**src/rtl/fv_ccp_multi_wr_port_queue.sv**
```systemverilog
// fv_ccp_multi_wr_port_queue: multi-push-port, single-pop modelling FIFO with bypass and sticky error flags
module fv_ccp_multi_wr_port_queue #(
   parameter int WR_QUEUE_DEPTH  = 8,
   parameter int NUM_WR_PORTS    = 2,
   parameter int MEM_W           = 4,
   parameter int PNT_W           = $clog2(WR_QUEUE_DEPTH),
   parameter int CNT_W           = $clog2(WR_QUEUE_DEPTH+1),
   parameter bit PROTOCOL_CHECKS = 1'b1
) (
   input  logic                          clk,
   input  logic                          reset_n,
   input  logic [NUM_WR_PORTS-1:0]       push,
   input  logic [NUM_WR_PORTS*MEM_W-1:0] data_in,
   input  logic                          pop,
   input  logic                          sample_fifo_output,
   output logic [MEM_W-1:0]              data_out,
   output logic                          empty,
   output logic                          full,
   output logic [CNT_W-1:0]              count,
   output logic                          overflow_err,
   output logic                          underflow_err
);
   localparam int AW = CNT_W + 3;
   logic [MEM_W-1:0] mem [WR_QUEUE_DEPTH];
   logic [PNT_W-1:0] wr_pnt, rd_pnt, wr_nxt, rd_nxt;
   logic [PNT_W-1:0] waddr [NUM_WR_PORTS];
   logic [NUM_WR_PORTS-1:0] wen;
   logic [AW-1:0] npush, written, space, slot, wsum;
   logic [MEM_W-1:0] bypass_data;
   logic pop_eff, norm_pop, bypass, skip, dropped, underflow;

   assign empty    = count == '0;
   assign full     = count == CNT_W'(WR_QUEUE_DEPTH);
   assign data_out = empty ? bypass_data : mem[rd_pnt];

   // Bypass source selection, in-order acceptance against free space, and slot assignment
   always_comb begin
      bypass_data = data_in[MEM_W-1:0];
      npush = '0;
      for (int i = NUM_WR_PORTS-1; i >= 0; i--) begin
         if (push[i]) bypass_data = data_in[i*MEM_W +: MEM_W];
         npush = npush + AW'(push[i]);
      end
      pop_eff   = pop && (!empty || |push);
      norm_pop  = pop_eff && !empty;
      bypass    = pop_eff && empty;
      underflow = pop && empty && !(|push);
      space     = AW'(WR_QUEUE_DEPTH) - AW'(count) + AW'(norm_pop);
      skip      = bypass;
      written   = '0;
      dropped   = 1'b0;
      wen       = '0;
      slot      = '0;
      for (int i = 0; i < NUM_WR_PORTS; i++) begin
         slot = AW'(wr_pnt) + written;
         if (slot >= AW'(WR_QUEUE_DEPTH)) slot = slot - AW'(WR_QUEUE_DEPTH);
         waddr[i] = PNT_W'(slot);
         if (push[i]) begin
            if (skip) skip = 1'b0;
            else if (written < space) begin
               wen[i]  = 1'b1;
               written = written + AW'(1);
            end else dropped = 1'b1;
         end
      end
      wsum   = AW'(wr_pnt) + written;
      wr_nxt = PNT_W'(wsum >= AW'(WR_QUEUE_DEPTH) ? wsum - AW'(WR_QUEUE_DEPTH) : wsum);
      rd_nxt = rd_pnt == PNT_W'(WR_QUEUE_DEPTH-1) ? '0 : rd_pnt + PNT_W'(1);
   end

   // Pointer, occupancy and sticky error state with asynchronous clear
   always_ff @(posedge clk or negedge reset_n)
      if (!reset_n) begin
         wr_pnt        <= '0;
         rd_pnt        <= '0;
         count         <= '0;
         overflow_err  <= 1'b0;
         underflow_err <= 1'b0;
      end else begin
         wr_pnt <= wr_nxt;
         if (norm_pop) rd_pnt <= rd_nxt;
         count <= CNT_W'(AW'(count) + written - AW'(norm_pop));
         if (dropped) overflow_err <= 1'b1;
         if (underflow) underflow_err <= 1'b1;
      end

   // Entry storage; contents deliberately survive reset
   always_ff @(posedge clk)
      for (int i = 0; i < NUM_WR_PORTS; i++)
         if (wen[i]) mem[waddr[i]] <= data_in[i*MEM_W +: MEM_W];

   no_overflow: assert property (@(posedge clk) disable iff (!reset_n)
      !PROTOCOL_CHECKS || !dropped);
   no_underflow: assert property (@(posedge clk) disable iff (!reset_n)
      !PROTOCOL_CHECKS || !(empty && npush == '0 && pop));
   no_sample_when_empty: assert property (@(posedge clk) disable iff (!reset_n)
      !PROTOCOL_CHECKS || !(empty && npush == '0 && sample_fifo_output));
   count_bound: assert property (@(posedge clk) disable iff (!reset_n)
      count <= CNT_W'(WR_QUEUE_DEPTH));
   full_empty_excl: assert property (@(posedge clk) disable iff (!reset_n)
      !(full && empty));

   cov_full: cover property (@(posedge clk) disable iff (!reset_n) full);
   cov_all_ports: cover property (@(posedge clk) disable iff (!reset_n) &push);
   cov_bypass_extra: cover property (@(posedge clk) disable iff (!reset_n)
      bypass && npush > AW'(1));
   cov_wrap_multi: cover property (@(posedge clk) disable iff (!reset_n)
      written > AW'(1) && wsum >= AW'(WR_QUEUE_DEPTH));
endmodule
```
**config.mk**
```make
export PLATFORM = sky130hd
export DESIGN_NAME = fv_ccp_multi_wr_port_queue
export DESIGN_NICKNAME = d
export VERILOG_FILES = /design/src/rtl/fv_ccp_multi_wr_port_queue.sv
export SDC_FILE = /design/constraint.sdc
export NUM_CORES = 1
export LEC_CHECK = 0
export ABC_AREA = 1
export CORE_MARGIN = 2
export CORE_UTILIZATION = 35
export DETAILED_ROUTE_END_ITERATION = 8
export PLACE_DENSITY = 0.54
export SETUP_SLACK_MARGIN = 0.05
export SYNTH_ARGS = -nofsm -noshare
export SYNTH_HDL_FRONTEND = slang
export SYNTH_SLANG_ARGS = --single-unit
```
**constraint.sdc**
```tcl
create_clock -name clk -period 5.7 [get_ports clk]
set_input_delay 1.425 -clock clk [delete_from_list [all_inputs] [get_ports clk]]
set_output_delay 1.425 -clock clk [all_outputs]
set_load 0.01 [all_outputs]
```
==> results.txt <==
* Synthesized net count: 396
* Final period util: 0.8443
- Across all hold checks on the routed design, the worst slack comes to 486.3 ps.
* Inst Count DP: roughly 480
- Synth Area per Inst: 8.342 sq um
- Number of flops mapped to enable cells by yosys: 32
- Root buffer cell: clkbuf_8
- The worst setup path is launched from a primary input.
- Die outline height: 97.15 um
- First-pass iteration count of the detailed router: 4
* Instance count on the critical path: 17
- Slew @ Worst Pin: 653.6 ps
- For this design the top-level I/O count stands at 26.
- PwrDens: roughly 550 nW/um^2
- Critical-path top delay cell: clkdlybuf4s50_1
* Crit path capture type: flop
* Reg2Reg Launch Point: count[0]
- Placeable core region: 8299 sq um
* Die area: 9437 sq um
* Number of cells produced by synthesis: 364
- The synthesized design contains 44 register bits.
* Post-layout min period: 4813 ps
* Comb power frac: 0.557
- Summed over all layers, the routed wires come to 7609 um.
- The worst-case IR drop observed on VDD is 0.0002806 V.
- Of all nets on the critical path, the largest fanout is 5.
- Final cell count without fillers: about 490
- The biggest area contributor in the post-synthesis netlist is edfxtp_1.
* Reg-to-reg setup timing slack: between 1000 and 1500 ps
* Clk_skew: 7.336 ps
* Wire length per cell after detailed routing: 15.56 um
- Remaining Overflow, GRT: 0
* # hold bufs at CTS: 0
- Clock group share of total power: 0.129
- Of the post-synthesis cell area, the dominant cell type holds 0.3164.
- Leakage power of the design: 0.001484 uW
* Die Wd: 97.15 um
* Wire length of the first global-routing pass: roughly 13,000 um
* Insertion delay of the later-clocked pin in the worst-skew pair: 310 ps
* Top post-synthesis cells by count: nand2_1 (96), nand4_1 (35), edfxtp_1 (32), inv_1 (32), nor2_1 (30)
* Count of inserted antenna diode cells: 0
* CP Capture Point: mem[0][2]
- Of the cells placed in the final design, the portion with a size suffix greater than 1 is 0.09635.
* Critical Path Max Stage Delay: ~460 ps
- Counting distinct cell types in the post-synthesis netlist gives 31.
- At the worst endpoint, the required time is between 5000 and 6000 ps.
* Hold violation count in the final report: 0
* Number of global-route vias before repair: 2,458
- Cells on worst reg2reg path: 19
* Number of setup violations in the final report: 0
* Number of antenna violations at the first check in global routing: 0
- Dividing the detail-routed via count by the number of cells gives 5.258.
- Beginning of the worst hold path: underflow_err
* Cell Rows: 33
* Final nets: 415
* Internal cell power: 1049 uW
- In this run, CTS created clock tree buffers numbering 5.
- Category of cells accounting for the largest share of critical-path delay: simple AND/OR/NAND/NOR gates
- After clock tree synthesis, the clock-pin slew on the worst setup and hold paths is approximately 90 ps.
- Top FF cell, synth: edfxtp_1
- After detailed routing, the number of remaining DRC violations is 0.
- Headroom to the max-slew limit came out at 0.5629.
* Most common cell in the synthesized netlist: nand2_1
- In this design, the critical path's most frequently occurring cell is ha_1.
- In this run the number of H-tree levels came out at 2.
- Across every metal layer, demand over resource in global routing totals 0.1660.
- CTS Buffer Depth: 2
* Count of buffering cells on the critical path with inverters included: 3
- STA puts the critical path data arrival time at 4770 ps.
- Worst Setup SP: pop
- Area after DPL: 3371 sq um
* Final max-slew violation count: 0
- Cells traversed along the worst timing path: clkdlybuf4s50_1 > inv_1 > nor2_1 > ha_1 > ha_1 > nand3b_2 > nor2_4 > nand3_1 > nand2_1 > inv_1 > ha_1 > ha_1 > xnor2_1 > nand2_1 > nor2_1 > nand3_4 > o21ai_1
- During placement, the flow inserted port buffers numbering 24.
* Starting utilization of the core area: 0.3659
- Of the synthesized area, sequential elements account for 0.4153.
* Worst Path Class, Setup: primary input to flop
- Yosys printed 0 warnings.
* Post-layout instance area: 3486 sq um
* Maximum number of pins on one net before global-route repair: 42
- Derived from the worst setup path, the maximum achievable clock frequency is around 210 MHz.
- For this design, the sink count on the clock tree is 44.
- The share of total power dissipated in sequential elements is 0.313.
- First-iteration detailed-routing DRC count: 169
- Switching share of total power: 0.4564
- Routability-driven placement congestion ratio: roughly 0.81
* P&R area growth vs syn: 14.79%
* TritonCTS clock tree: done
* Post_cts resized: 0
- Terminus of the critical flop-to-flop path: mem[0][2]
- Setup repair after global routing left no endpoint under its margin.
* Post-Syn Area: just over 3000 sq um
* Total number of vias: 2,571
* Half-perimeter wire length after detailed placement: 5912 um
* Result of the run: complete, no violations
- Number of nets with antenna violations after routing: 0
- Summed negative setup slack over all endpoints: 0 ps
* Synth top area cells: edfxtp_1 (32%), nand2_1 (12%), dfrtp_1 (9.9%), nand4_1 (7.2%), ha_1 (6.6%)
- In the synthesized netlist the async set-or-reset flop fraction comes to 0.2727.
- Net load switching power: 880.7 uW
- In this run the worst hold path is classified as flop to flop.
- The number of setup buffers added after CTS is 0.
* # Max-Cap Violations: 0
-- layout make-up --
cell class / count / area [sq um]
clock inverter: 3 / 46.29
timing repair buffer: 32 / 300.3
tap: 105 / 131.4
clock buffer: 5 / 68.82
multi-input combinational: 264 / 1543
sequential: 44 / 1261
inverter: 36 / 135.1
fill: 819 / 4813
-- layer usage --
layer  wire length, um  up-vias  track usage
met5                 0        -            0
met4                78        0      0.03900
met3               403        9      0.02446
met2              3656       60       0.2794
met1              3469     1208       0.2260
li1                  -     1294            -
-- per-stage QoR --
| step | worst slack [ps] | total power (uW) | util |
|---|---|---|---|
| after floorplan | 1144 | 1355 | - |
| after global placement | 621.3 | 1663 | 0.4062 |
| after detailed placement | 503.3 | 1695 | 0.4062 |
| after CTS | 842.9 | 1949 | 0.4200 |
| after global routing | 552.9 | 2108 | 0.4200 |
| final | 887.4 | 1930 | 0.4200 |
-- logic make-up after synthesis --
logic type	count (synthesis)	synth area share
flops	44	0.4153
simple gates	193	0.3222
compound gates	49	0.09518
buf+inv	56	0.07664
fa+ha+maj	18	0.07911
xor+xnor	4	0.01154
-- power by group through the flow --
stage	Sequential [uW]	Clock [uW]	Combinational, uW
after CTS	607	256	1090
after detailed placement	614	0	1080
after floorplan	574	0	781
after global routing	623	268	1220
final	604	250	1080
after global placement	608	0	1050
-- worst min path at each step --
stage / end / slack (ps) / cells after the start
2_1_floorplan: overflow_err / 510 / 1
3_3_place_gp: underflow_err / 470 / 1
3_5_place_dp: overflow_err / 470 / 1
4_1_cts: underflow_err / 490 / 1
5_1_grt: underflow_err / 510 / 1
6_report: underflow_err / 490 / 1
-- registers in the layout, indices dropped and copies added (netlist names) --
register,cells
count,4
mem,32
overflow_err,1
rd_pnt,3
underflow_err,1
wr_pnt,3
-- placed cells by master (no fill, tap or decap), drive strengths merged --
| master | Yosys | layout |
|---|---|---|
| nand2 | 100 | 100 |
| inv | 36 | 37 |
| nand4 | 35 | 35 |
| edfxtp | 32 | 32 |
| nor2 | 32 | 32 |
| o21ai | 30 | 30 |
| clkdlybuf4s50 | 0 | 24 |
| nand3 | 24 | 24 |
| ha | 16 | 16 |
| dfrtp | 12 | 12 |
| buf | 11 | 8 |
| a21oi | 6 | 6 |
| clkbuf | 9 | 5 |
| o22ai | 4 | 4 |
| o221ai | 4 | 4 |
| xnor2 | 3 | 3 |
| o31ai | 2 | 2 |
| fa | 2 | 2 |
| nand3b | 2 | 2 |
| o211ai | 1 | 1 |
| xor2 | 1 | 1 |
| a31oi | 1 | 1 |
| a31o | 1 | 1 |
| clkinvlp | 0 | 1 |
| bufinv | 0 | 1 |
Note: power is estimated with default switching activity, not from simulation.
